### config.mk
export PLATFORM = sky130hd
export DESIGN_NAME = conn_setup_responder
export DESIGN_NICKNAME = d
export VERILOG_FILES = /design/src/rtl/conn_setup_pkg.sv /design/src/rtl/conn_setup_responder.sv
export SDC_FILE = /design/constraint.sdc
export NUM_CORES = 1
export LEC_CHECK = 0
export ABC_AREA = 0
export BUFFER_PORTS_ARGS = -buffer_cell sky130_fd_sc_hd__buf_4
export CORE_UTILIZATION = 52
export CTS_CLUSTER_SIZE = 14
export DETAILED_ROUTE_END_ITERATION = 8
export PLACE_DENSITY = 0.81
export SETUP_SLACK_MARGIN = 0.05
export SLEW_MARGIN = 25
export SYNTH_ARGS = -nofsm -noshare
export SYNTH_HDL_FRONTEND = slang
export SYNTH_SLANG_ARGS = --single-unit
export TNS_END_PERCENT = 1
### constraint.sdc
create_clock -name ap_clk -period 2.7 [get_ports ap_clk]
set_input_delay 0 -clock ap_clk [delete_from_list [all_inputs] [get_ports ap_clk]]
set_output_delay 0 -clock ap_clk [all_outputs]
set_load 0.01 [all_outputs]
### src/rtl/conn_setup_pkg.sv
// Shared types for the session-setup responder: opcodes, setconn types,
// the UDP header bundle and the FSM state encoding.
package conn_setup_pkg;

  localparam logic [7:0] OPC_OPEN   = 8'd7;
  localparam logic [7:0] OPC_CLOSE  = 8'd8;
  localparam logic [5:0] SETC_OPEN  = 6'd1;
  localparam logic [5:0] SETC_CLOSE = 6'd2;

  typedef struct packed {
    logic [15:0] length;
    logic [15:0] dst_port;
    logic [15:0] src_port;
    logic [31:0] dst_ip;
    logic [31:0] src_ip;
  } udp_hdr_t;

  typedef enum logic [3:0] {
    S_IDLE,
    S_RHDR,
    S_RB0,
    S_RB1,
    S_DRAIN,
    S_SETC,
    S_THDR,
    S_TB0,
    S_TB1
  } state_t;

endpackage

### src/rtl/conn_setup_responder.sv
// Lego open/close-session endpoint: parses RX packets, programs the conn table,
// replies to the requester. Define CONN_CLOSE_EN to honour close requests.
module conn_setup_responder
  import conn_setup_pkg::*;
#(
  parameter int SLOT_W = 10
) (
  input  logic          ap_clk,
  input  logic          ap_rst_n,
  input  logic [111:0]  usr_rx_hdr_V_TDATA,
  input  logic          usr_rx_hdr_V_TVALID,
  output logic          usr_rx_hdr_V_TREADY,
  input  logic [63:0]   usr_rx_payload_TDATA,
  input  logic [7:0]    usr_rx_payload_TKEEP,
  input  logic          usr_rx_payload_TUSER,
  input  logic          usr_rx_payload_TLAST,
  input  logic          usr_rx_payload_TVALID,
  output logic          usr_rx_payload_TREADY,
  output logic [15:0]   conn_setup_req_V_TDATA,
  output logic          conn_setup_req_V_TVALID,
  input  logic          conn_setup_req_V_TREADY,
  output logic [111:0]  usr_tx_hdr_V_TDATA,
  output logic          usr_tx_hdr_V_TVALID,
  input  logic          usr_tx_hdr_V_TREADY,
  output logic [63:0]   usr_tx_payload_TDATA,
  output logic [7:0]    usr_tx_payload_TKEEP,
  output logic          usr_tx_payload_TUSER,
  output logic          usr_tx_payload_TLAST,
  output logic          usr_tx_payload_TVALID,
  input  logic          usr_tx_payload_TREADY
);

  localparam int TW = 16 - SLOT_W;

  state_t            state;
  udp_hdr_t          hdr_q;
  logic [63:0]       beat0_q;
  logic [SLOT_W-1:0] slot_q;
  logic [SLOT_W-1:0] slot_now;
  logic              rx_hs;
  logic              is_open;
  logic              is_close;
  logic              rx_unused;

  assign rx_hs = usr_rx_payload_TVALID && usr_rx_payload_TREADY;
  assign is_open = beat0_q[39:32] == OPC_OPEN;
`ifdef CONN_CLOSE_EN
  assign is_close = beat0_q[39:32] == OPC_CLOSE;
`else
  assign is_close = 1'b0;
`endif
  // Slot may arrive on the very beat that ends the packet
  assign slot_now = (state == S_RB1) ?
    usr_rx_payload_TDATA[SLOT_W-1:0] : slot_q;

  assign rx_unused = ^{usr_rx_payload_TKEEP, usr_rx_payload_TUSER,
                       hdr_q.length, hdr_q.dst_port};
  assign usr_tx_payload_TUSER = 1'b0;

  always_ff @(posedge ap_clk or negedge ap_rst_n) begin
    if (!ap_rst_n) begin
      state                   <= S_IDLE;
      hdr_q                   <= '0;
      beat0_q                 <= '0;
      slot_q                  <= '0;
      usr_rx_hdr_V_TREADY     <= 1'b0;
      usr_rx_payload_TREADY   <= 1'b0;
      conn_setup_req_V_TDATA  <= '0;
      conn_setup_req_V_TVALID <= 1'b0;
      usr_tx_hdr_V_TDATA      <= '0;
      usr_tx_hdr_V_TVALID     <= 1'b0;
      usr_tx_payload_TDATA    <= '0;
      usr_tx_payload_TKEEP    <= '0;
      usr_tx_payload_TLAST    <= 1'b0;
      usr_tx_payload_TVALID   <= 1'b0;
    end else begin
      unique case (state)
        S_IDLE: begin
          usr_rx_hdr_V_TREADY <= 1'b1;
          state               <= S_RHDR;
        end
        S_RHDR: if (usr_rx_hdr_V_TVALID) begin
          hdr_q                 <= usr_rx_hdr_V_TDATA;
          usr_rx_hdr_V_TREADY   <= 1'b0;
          usr_rx_payload_TREADY <= 1'b1;
          state                 <= S_RB0;
        end
        S_RB0: if (rx_hs) begin
          beat0_q <= usr_rx_payload_TDATA;
          if (usr_rx_payload_TLAST) begin
            usr_rx_payload_TREADY <= 1'b0;
            state                 <= S_IDLE;
          end else begin
            state <= S_RB1;
          end
        end
        S_RB1, S_DRAIN: if (rx_hs) begin
          if (state == S_RB1)
            slot_q <= usr_rx_payload_TDATA[SLOT_W-1:0];
          if (usr_rx_payload_TLAST) begin
            usr_rx_payload_TREADY <= 1'b0;
            if (is_open || is_close) begin
              conn_setup_req_V_TVALID <= 1'b1;
              conn_setup_req_V_TDATA  <= {
                is_close ? TW'(SETC_CLOSE) : TW'(SETC_OPEN), slot_now};
              state <= S_SETC;
            end else begin
              state <= S_IDLE;
            end
          end else begin
            state <= S_DRAIN;
          end
        end
        S_SETC: if (conn_setup_req_V_TREADY) begin
          conn_setup_req_V_TVALID <= 1'b0;
          usr_tx_hdr_V_TVALID     <= 1'b1;
          usr_tx_hdr_V_TDATA      <= {16'd16, hdr_q.src_port,
                                      16'(slot_q), hdr_q.src_ip,
                                      hdr_q.dst_ip};
          state <= S_THDR;
        end
        S_THDR: if (usr_tx_hdr_V_TREADY) begin
          usr_tx_hdr_V_TVALID   <= 1'b0;
          usr_tx_payload_TVALID <= 1'b1;
          usr_tx_payload_TDATA  <= beat0_q;
          usr_tx_payload_TKEEP  <= 8'hFF;
          usr_tx_payload_TLAST  <= 1'b0;
          state                 <= S_TB0;
        end
        S_TB0: if (usr_tx_payload_TREADY) begin
          usr_tx_payload_TDATA <= 64'(slot_q);
          usr_tx_payload_TLAST <= 1'b1;
          state                <= S_TB1;
        end
        S_TB1: if (usr_tx_payload_TREADY) begin
          usr_tx_payload_TVALID <= 1'b0;
          usr_tx_payload_TDATA  <= '0;
          usr_tx_payload_TKEEP  <= '0;
          usr_tx_payload_TLAST  <= 1'b0;
          state                 <= S_IDLE;
        end
        default: state <= S_IDLE;
      endcase
    end
  end

endmodule

======== Word level (Yosys, flattened, before mapping) ========
Index checks and enable logic that the tools add are counted.
Widths: inputs -> output; s select.
storage, ports and cells
  ROM bits ................................ 0
  memories ................................ 0
  RAM bits ................................ 0
  bits in latches ......................... 0
  flip-flop bits (word level) ............. 338
  logic and storage cells ................. 96
  output and inout bits ................... 207
  input bits .............................. 193
cells by class
  muxes and demuxes ....................... 38
  $mul .................................... 0
  reduce and logical (&&, ||, !) cells .... 22
  order comparisons ....................... 0
  equal/unequal tests ..................... 20
  div/mod/pow operators ................... 0
  bitwise gates (word level) .............. 0
  add/sub/neg operators ................... 0
  shift operators ......................... 0
operators with widths
  cell                number
  $mux 64             3
  $pmux 64 s3         1
  $mux 4              8
  $pmux 4 s8          1
  $ne 2x2->1 const B  9
  $eq 4x3->1 const B  4
  $mux 8              2
  $pmux 8 s2          1
  $mux 1              13
  $reduce_and 4->1    3
  $mux 10             1
  $pmux 1 s2          5
  $reduce_and 2->1    5
  $reduce_bool 2->1   5
  $eq 4x2->1 const B  2
  $eq 8x3->1 const B  1
  $reduce_and 7->1    1
  $reduce_and 3->1    2
  $reduce_and 5->1    1
  $eq 4x1->1 const B  1
  $eq 4x4->1 const B  1
  $logic_not 4->1     1
  $ne 2x1->1 const B  2
  $mux 3              1
  6 further kinds     6

======== Longest topological paths before layout ========
Gate-level depths: netlist of run 1.
  depth in word-level cells ............... 5
  mapped depth ............................ 7

======== Worst setup path after synthesis of run 1 ========
No wires, ideal clock.
  path kind ............................... reg2reg
  from .................................... register state[1]
  to ...................................... register conn_setup_req_V_TDATA[2]
  data required time ...................... 2.575 ns
  slack ................................... 0.688 ns
  library setup time ...................... 0.125 ns
  buffers on the path ..................... 2
  stages on the path, launching flop included .. 7
  period minus slack after synthesis ...... 2.012 ns
  arrival time ............................ 1.887 ns
  cells stage by stage .................... dfrtp_1 > buf_2 > or3b_2 > o21a_1 > nor4_2 > buf_4 > mux2_2
between the ends
  cells in the longest elaborated chain, start to end .. 3
  elaborated cells on any way between the ends .. 5
  classes of those cells .................. eq/ne (2); mux (1); reduce/logical (2)
ends and longest elaborated chain
  item                                      RTL line                                                RTL
  start: declaration                        conn_setup_responder.sv:35                              state_t state;
  start signal: assignment                  conn_setup_responder.sv:62                              state <= S_IDLE;
  start signal: assignment                  conn_setup_responder.sv:80                              state <= S_RHDR;
  start signal: assignment                  conn_setup_responder.sv:86                              state <= S_RB0;
  $eq 4x2->1 or $eq 4x3->1 (tied branches)  conn_setup_responder.sv:53, conn_setup_responder.sv:77
  $reduce_or 2->1                           conn_setup_responder.sv:77                              unique case (state)
  $reduce_and 4->1 (no source line)         -
  end signal: assignment                    conn_setup_responder.sv:104                             conn_setup_req_V_TDATA <= {
  end: declaration                          conn_setup_responder.sv:19                              output logic [15:0] conn_setup_req_V_TDATA,
Parallel ways exist; a longest one is shown, timed or not.
A chain may end at the register's enable or synchronous reset.

======== Worst setup path after layout of run 1 ========
  from .................................... register state[1]
  to ...................................... register conn_setup_req_V_TDATA[4]
Same word-level chain as after synthesis.

==> metrics.md, run 1 <==
| Metric | Value |
|---|---|
| Clk_lat worst skew | 0.51 ns |
| Layout cells sized above 1 | 48.53% |
| Worst min-delay path category | input port to asynchronous set/reset pin |
| Switching part of the total | 31.84% |
| GRT overflow | 0 |
| Final hold violation count | 0 |
| RSZ-0062 raised after global routing | no |
| Number of distinct library cells after synthesis | 46 |
| Max Slew Vio Count | 0 |
| Adder-cell share of the synthesized area | 0% |
| CP Cell Sequence | buf_4, or3b_2, o21a_1, nor4_4, buf_4, mux2_2 |
| Syn Area/Cell | 14.35 sq um |
| Post-synthesis xor/xnor area fraction | 0% |
| Ports | 400 |
| Main combinational cell family by area after synthesis | multiplexers |
| Number of routed nets with antenna violations | 0 |
| Fmax | 434.9 MHz |
| Period Utilization, post-route | 85.17% |
| P per Cell Area | 1120 nW/um^2 |
| Rel. slew slack | 49.29% |
| Logic pwr share | 35.6% |
| Clock sink count | 330 |
| Nets@finish | 1624 |
| Synth Area in Compound Gates | 2.121% |
| Vias in the first global route | 10.29k |
| Asr flop ratio synth | 100.0% |
| FF+latch count, synth | 330 |
| H-tree depth | 2 |
| Core Area | 25180 sq um |
| Die area | 26390 sq um |
| Synth Area in Simple Gates | 3.449% |
| DR WL/cell | 20.35 um |
| Sequential share of the synthesized area | 61.68% |
| Pin count of the biggest net entering global routing | 96 |
| Final setup vio count | 0 |
| Synth Flop Type | dfrtp_1 |
| Clk pwr share | 23.4% |
| Vias per inst | 5.179 |
| Clock Path Buffers | 3 |
| Crit-path max cell delay | 0.54 ns |
| Fin crit period | 2.300 ns |
| Class of the most critical setup path | flip-flop to flip-flop |
| Setup crit start kind | flip-flop |
| Layout area overhead | 42.67% |
| Final core occ | 75.85% |
| P_leak | 9.223 nW |
| Req. time, crit path | 3.08 ns |
| Worst VDD drop | 787.5 uV |
| Arrival time at the worst endpoint | 2.68 ns |
| Worst slew pin tran | 0.7607 ns |
| Post-synth EDFFs | 0 |
| Initial DRC count | 515 |
| Num rows | 58 |
| Largest fanout on the critical path | 13 |
| Clk_skew | 0.02129 ns |
| Net Sw Power | 6.812 mW |
| Post-DP HPWL | 21.95 mm |
| Initial antenna violation count | 2 |
| Post-Syn Instances | 933 |
| First-pass GRT wire length | 56.78 mm |
| CTS tree | yes |
| Die width | 162.5 um |
| Placer Congestion | 0.8307 |
| Mux share of post-synthesis cell area | 27.48% |
| Status | complete, no violations |
| Clock-pin slew on the worst setup and hold paths | 0.06 ns |
| Port bufs | 331 |
| Die height | 162.5 um |
| GRT Total Usage | 27.94% |
| Starting Density | 53.17% |
| Synth warn | 0 |
| Overall via count from detail_route | 9270 |
| CTS buffer count | 36 |
| Syn Std Cell Area | 13390 sq um |
| Critical path capture point type | flip-flop |
| Crit path top cell by count | buf_4 |
| CP max-delay cell | dfrtp_1 |
| Total Neg Setup Slack | 0 ns |
| First drt pass iteration count | 4 |
| Reg power frac | 40.9% |
| Internal | 14.58 mW |
| Max cap viols | 0 |
| Root Buffer | clkbuf_16 |
| Final wirelength | 36.43 mm |
| DRC violations left | 0 |
==> metal layers <==
metal,up-vias,global-route usage (%),wire [um]
li1,4144,-,-
met1,4716,33.38,14050
met2,347,49.11,18700
met3,61,7.385,2832
met4,2,8.705,833
met5,-,0,10
==> layout make-up <==
class | count | area, sq um
Clock buffer | 54 | 1060
Fill cell | 1429 | 6081
Antenna cell | 1 | 2.502
Clock inverter | 12 | 151.4
Timing Repair Buffer | 516 | 4397
Tap cell | 330 | 412.9
Inverter | 58 | 217.7
Multi-Input combinational cell | 489 | 4602
Sequential cell | 330 | 8258
==> registers in the layout, indices dropped and copies added, names as in the netlist, 4 cells and up <==
signal                  cells
state                       4
hdr_q                      80
usr_tx_hdr_V_TDATA         91
slot_q                     10
usr_tx_payload_TDATA       64
beat0_q                    64
conn_setup_req_V_TDATA     11
==> per-stage QoR <==
step           power (mW)  instances  hold slack, ns  worst slack, ns  area [sq um]
2_1_floorplan       12.58        959         -0.2956           0.6881         13490
3_3_place_gp        15.49       1572         0.07746           0.4430         16380
3_5_place_dp        15.93       1572         0.08446           0.4059         16380
4_1_cts             21.16       1789          0.1465           0.3990         19100
5_1_grt             22.44       1790          0.1713           0.2527         19100
6_report            21.40       1790          0.1196           0.4004         19100
==> worst max-delay path, delay by kind of cell, from the launching register on <==
family	cells	cell delay [ns]
AOI/OAI and AO/OA	1	0.16
and+or+nand+nor	2	0.61
muxes	1	0.36
DFF	1	0.54
buffers and inverters	2	0.51
==> synthesized netlist by cell type, types with 2 or more instances <==
cell | count | share of area, %
nand2b_1 | 3 | 0.14
o2bb2ai_1 | 2 | 0.13
buf_2 | 24 | 0.90
inv_1 | 58 | 1.6
nor2_1 | 5 | 0.14
or2_2 | 2 | 0.093
nor4_2 | 2 | 0.19
a31oi_1 | 2 | 0.093
nand3b_1 | 2 | 0.11
a22o_1 | 11 | 0.72
dfrtp_1 | 330 | 62
mux2_4 | 6 | 0.67
a21oi_1 | 5 | 0.19
a2bb2oi_1 | 2 | 0.13
nand3_1 | 3 | 0.11
o21ai_0 | 3 | 0.11
nor3_1 | 2 | 0.075
a221o_1 | 2 | 0.15
buf_4 | 37 | 2.1
nand2_1 | 61 | 1.7
mux2_2 | 268 | 23
mux2i_1 | 57 | 4.3
nor2b_1 | 3 | 0.14
nand4_1 | 3 | 0.14
clkbuf_1 | 19 | 0.53
==> what timing repair did <==
item | CTS | global route
hold buffers | 151 | 0
setup buffers | 0 | 0
endpoints found under the hold margin | 258 | 0
setup endpoints to repair | 0 | 0
resized for setup | 0 | 0
==> layout by cell type (no fill, tap or decap), types with 6 or more instances in the layout <==
cell type      netlist  layout
clkbuf_16            0      37
buf_4               37     353
dfrtp_1            330     330
buf_12               0      11
conb_1               1      27
mux2i_1             57      57
nand2_1             61      61
inv_1               58      58
dlygate4sd3_1        0     151
clkbuf_1            19      10
a22o_1              11      11
mux2_2             268     268
mux2_4               6       6
clkbuf_8             0       7
==> power groups by stage <==
stage,clock [mW],combinational (mW),sequential (mW)
floorplan,0,3.79,8.79
global placement,0,6.99,8.50
detailed placement,0,7.28,8.66
CTS,5.05,7.49,8.62
global route,5.28,8.16,9.00
finish,5.01,7.63,8.76
==> cell families after synthesis <==
kind of cell,count (synthesis)
muxes,331
AOI/OAI and AO/OA,36
DFF,330
buffers and inverters,140
and+or+nand+nor,95
other,1
==> final timing paths <==
path | startpoint | end | slack (ns) | cells past startpoint
worst max-delay path | state[1] | conn_setup_req_V_TDATA[4] | 0.40 | 6
worst min-delay path | ap_rst_n | beat0_q[54] | 0.12 | 2
worst max register to register | state[1] | conn_setup_req_V_TDATA[4] | 0.40 | 6
worst min register to register | conn_setup_req_V_TDATA[10] | conn_setup_req_V_TDATA[10] | 0.48 | 1
max in group asynchronous | ap_rst_n | beat0_q[6] | 1.74 | 3
min in group ap_clk | usr_rx_hdr_V_TDATA[31] | hdr_q[31] | 0.27 | 3
No activity file was read; power rests on OpenSTA's default activity.
==> run 2, diff against run 1 <==
--- a/config.mk
+++ b/config.mk
@@ -10,7 +10,9 @@
 export CORE_UTILIZATION = 52
 export CTS_CLUSTER_SIZE = 14
 export DETAILED_ROUTE_END_ITERATION = 8
+export HOLD_SLACK_MARGIN = 0.06
 export PLACE_DENSITY = 0.81
+export RECOVER_POWER = 50
 export SETUP_SLACK_MARGIN = 0.05
 export SLEW_MARGIN = 25
 export SYNTH_ARGS = -nofsm -noshare
==> metrics.md, run 2 (synthesized netlist as in run 1, its figures left out) <==
| Metric | Value |
|---|---|
| Status | complete, but fails checks (was complete, no violations) |
| Violations in the final reports | capacitance limit, slew limit |
| Max Slew Vio Count | 95 (was 0) |
| Vias in the first global route | 10.29k (unchanged) |
| Die height | 162.5 um (unchanged) |
| Fmax | 436.9 MHz (was 434.9 MHz) |
| CTS buffer count | 36 (unchanged) |
| DR WL/cell | 20.31 um (was 20.35 um) |
| Worst min-delay path category | input port to flip-flop (was input port to asynchronous set/reset pin) |
| Commonest non-fill, non-tap cell in the layout | dfrtp_1 (was buf_4) |
| Layout area overhead | 38.33% (was 42.67%) |
| Clock-pin slew on the worst setup and hold paths | 0.06 ns (about the same) |
| Period Utilization, post-route | 84.76% (was 85.17%) |
| First drt pass iteration count | 4 (unchanged) |
| Final core occ | 73.54% (was 75.85%) |
| Die width | 162.5 um (unchanged) |
| Port bufs | 331 (unchanged) |
| Layout cells sized above 1 | 38.25% (was 48.53%) |
| CP delay by family, top | simple AND/OR/NAND/NOR gates (unchanged) |
| Class of the most critical setup path | flip-flop to flip-flop (unchanged) |
| Root Buffer | clkbuf_16 (unchanged) |
| CTS tree | yes (unchanged) |
| Initial antenna violation count | 2 (unchanged) |
| Ports | 400 (unchanged) |
| P_leak | 8.635 nW (was 9.223 nW) |
| Final wirelength | 36.36 mm (was 36.43 mm) |
| First-pass GRT wire length | 56.78 mm (unchanged) |
| Clock Path Buffers | 3 (unchanged) |
| Pin count of the biggest net entering global routing | 96 (unchanged) |
| Final hold violation count | 0 (unchanged) |
| Vias per inst | 5.181 (was 5.179) |
| Non-Filler Instances | 1790 (unchanged) |
| Core Area | 25180 sq um (unchanged) |
| Die area | 26390 sq um (unchanged) |
| Max cap viols | 1 (was 0) |
| Num rows | 58 (unchanged) |
| RSZ-0062 raised after global routing | no (unchanged) |
| Req. time, crit path | 3.08 ns (about the same) |
| Worst VDD drop | 786.4 uV (was 787.5 uV) |
| Nets@finish | 1624 (unchanged) |
| Crit-path max cell delay | 0.53 ns (was 0.54 ns) |
| Number of routed nets with antenna violations | 0 (unchanged) |
| Starting Density | 53.17% (unchanged) |
| Final setup vio count | 0 (unchanged) |
| Initial DRC count | 593 (was 515) |
| P per Cell Area | 1112 nW/um^2 (was 1120 nW/um^2) |
| Fin crit period | 2.289 ns (was 2.300 ns) |
| GRT Total Usage | 27.94% (unchanged) |
| Clk_lat worst skew | 0.51 ns (about the same) |
| Post-DP HPWL | 21.95 mm (unchanged) |
| Post-CTS setup buffers | 0 (unchanged) |
| GRT overflow | 0 (unchanged) |
| Largest Register | usr_tx_hdr_V_TDATA (unchanged) |
| CP Cell Sequence | buf_4, or3b_2, o21a_1, nor4_4, buf_4, mux2_2 (unchanged) |
| Placed insts | 1572 (unchanged) |
| Arrival time at the worst endpoint | 2.67 ns (was 2.68 ns) |
| Worst slew pin tran | 2.238 ns (was 0.7607 ns) |
| Worst Path Buf+Inv | 2 (unchanged) |
| Top Registers | usr_tx_hdr_V_TDATA (91), hdr_q (80) (unchanged) |
| Overall via count from detail_route | 9274 (was 9270) |
| Total power | 20.60 mW (was 21.40 mW) |
| Placer Congestion | 0.8307 (unchanged) |
| Rel. slew slack | -49.17% (was 49.29%) |
| Clk_skew | 0.02110 ns (was 0.02129 ns) |
| Most frequent cells in the layout | dfrtp_1, mux2_2, buf_4 (was buf_4, dfrtp_1, mux2_2) |
| Largest fanout on the critical path | 13 (unchanged) |
| Crit path top cell by count | buf_4 (unchanged) |
| H-tree depth | 2 (unchanged) |
| Max FFs per register | 91 (unchanged) |
| Critical path capture point type | flip-flop (unchanged) |
| DRC violations left | 0 (unchanged) |
| Setup crit start kind | flip-flop (unchanged) |
| CP max-delay cell | dfrtp_1 (unchanged) |
| Clock sink count | 330 (unchanged) |
| Total Neg Setup Slack | 0 ns (unchanged) |
==> run 2: cell types whose count changed in the layout (fill, tap and decap cells not counted), sizes merged <==
cell    delta
buf      -150
clkbuf   +150
==> run 2: worst paths after layout <==
path                       slack [ns]                         end                        from  cells past startpoint
hold / removal                   0.27                   hdr_q[31]      usr_rx_hdr_V_TDATA[31]                      3
hold reg to reg                  0.48  conn_setup_req_V_TDATA[10]  conn_setup_req_V_TDATA[10]                      1
min in group asynchronous        0.71                 beat0_q[54]                    ap_rst_n                      2
setup reg to reg                 0.41   conn_setup_req_V_TDATA[4]                    state[1]                      6
max in group asynchronous        0.55                  beat0_q[5]                    ap_rst_n                      3
setup / recovery                 0.41   conn_setup_req_V_TDATA[4]                    state[1]                      6
==> run 2: worst register-to-register path, stage by stage (launching register included) <==
cell	delay (ns)
dfrtp_1	0.53
buf_4	0.24
or3b_2	0.48
o21a_1	0.16
nor4_4	0.13
buf_4	0.27
mux2_2	0.37
==> run 2: stage by stage <==
stage	cell area (sq um)	setup WS (ns)	hold slack (ns)
2_1_floorplan	13490	0.6881	-0.2956
3_3_place_gp	16380	0.4430	0.07746
3_5_place_dp	16380	0.4059	0.08446
4_1_cts	19100	0.3990	0.1465
5_1_grt	18520	0.1444	0.2665
6_report	18520	0.4114	0.2665
==> run 2: repair_timing <==
action | in CTS | in global routing
resized for setup | 0 | 0
endpoints found under the hold margin | 259 | 0
hold buffers | 151 | 0
==> run 2: final cells by class <==
type | instances | area [sq um]
Antenna cell | 1 | 2.502
Clock buffer | 54 | 1060
Clock inverter | 12 | 151.4
Fill cell | 1635 | 6663
Inverter | 58 | 217.7
Multi-Input combinational cell | 489 | 4602
Sequential cell | 330 | 8258
Tap cell | 330 | 412.9
Timing Repair Buffer | 516 | 3815
==> run 2: report_power, final <==
group	switching, mW	leakage [nW]	internal [mW]
Clock	2.00	0.590	3.02
Sequential	1.47	4.06	7.26
Combinational	3.33	3.98	3.53
==> run 2: routing by layer <==
metal	GRT usage (%)	up-vias	part of all wire, %
met2	49.11	364	51
li1	-	4143	-
met4	8.705	2	2.5
met1	33.38	4699	39
met5	0	-	0.028
met3	7.385	66	7.8
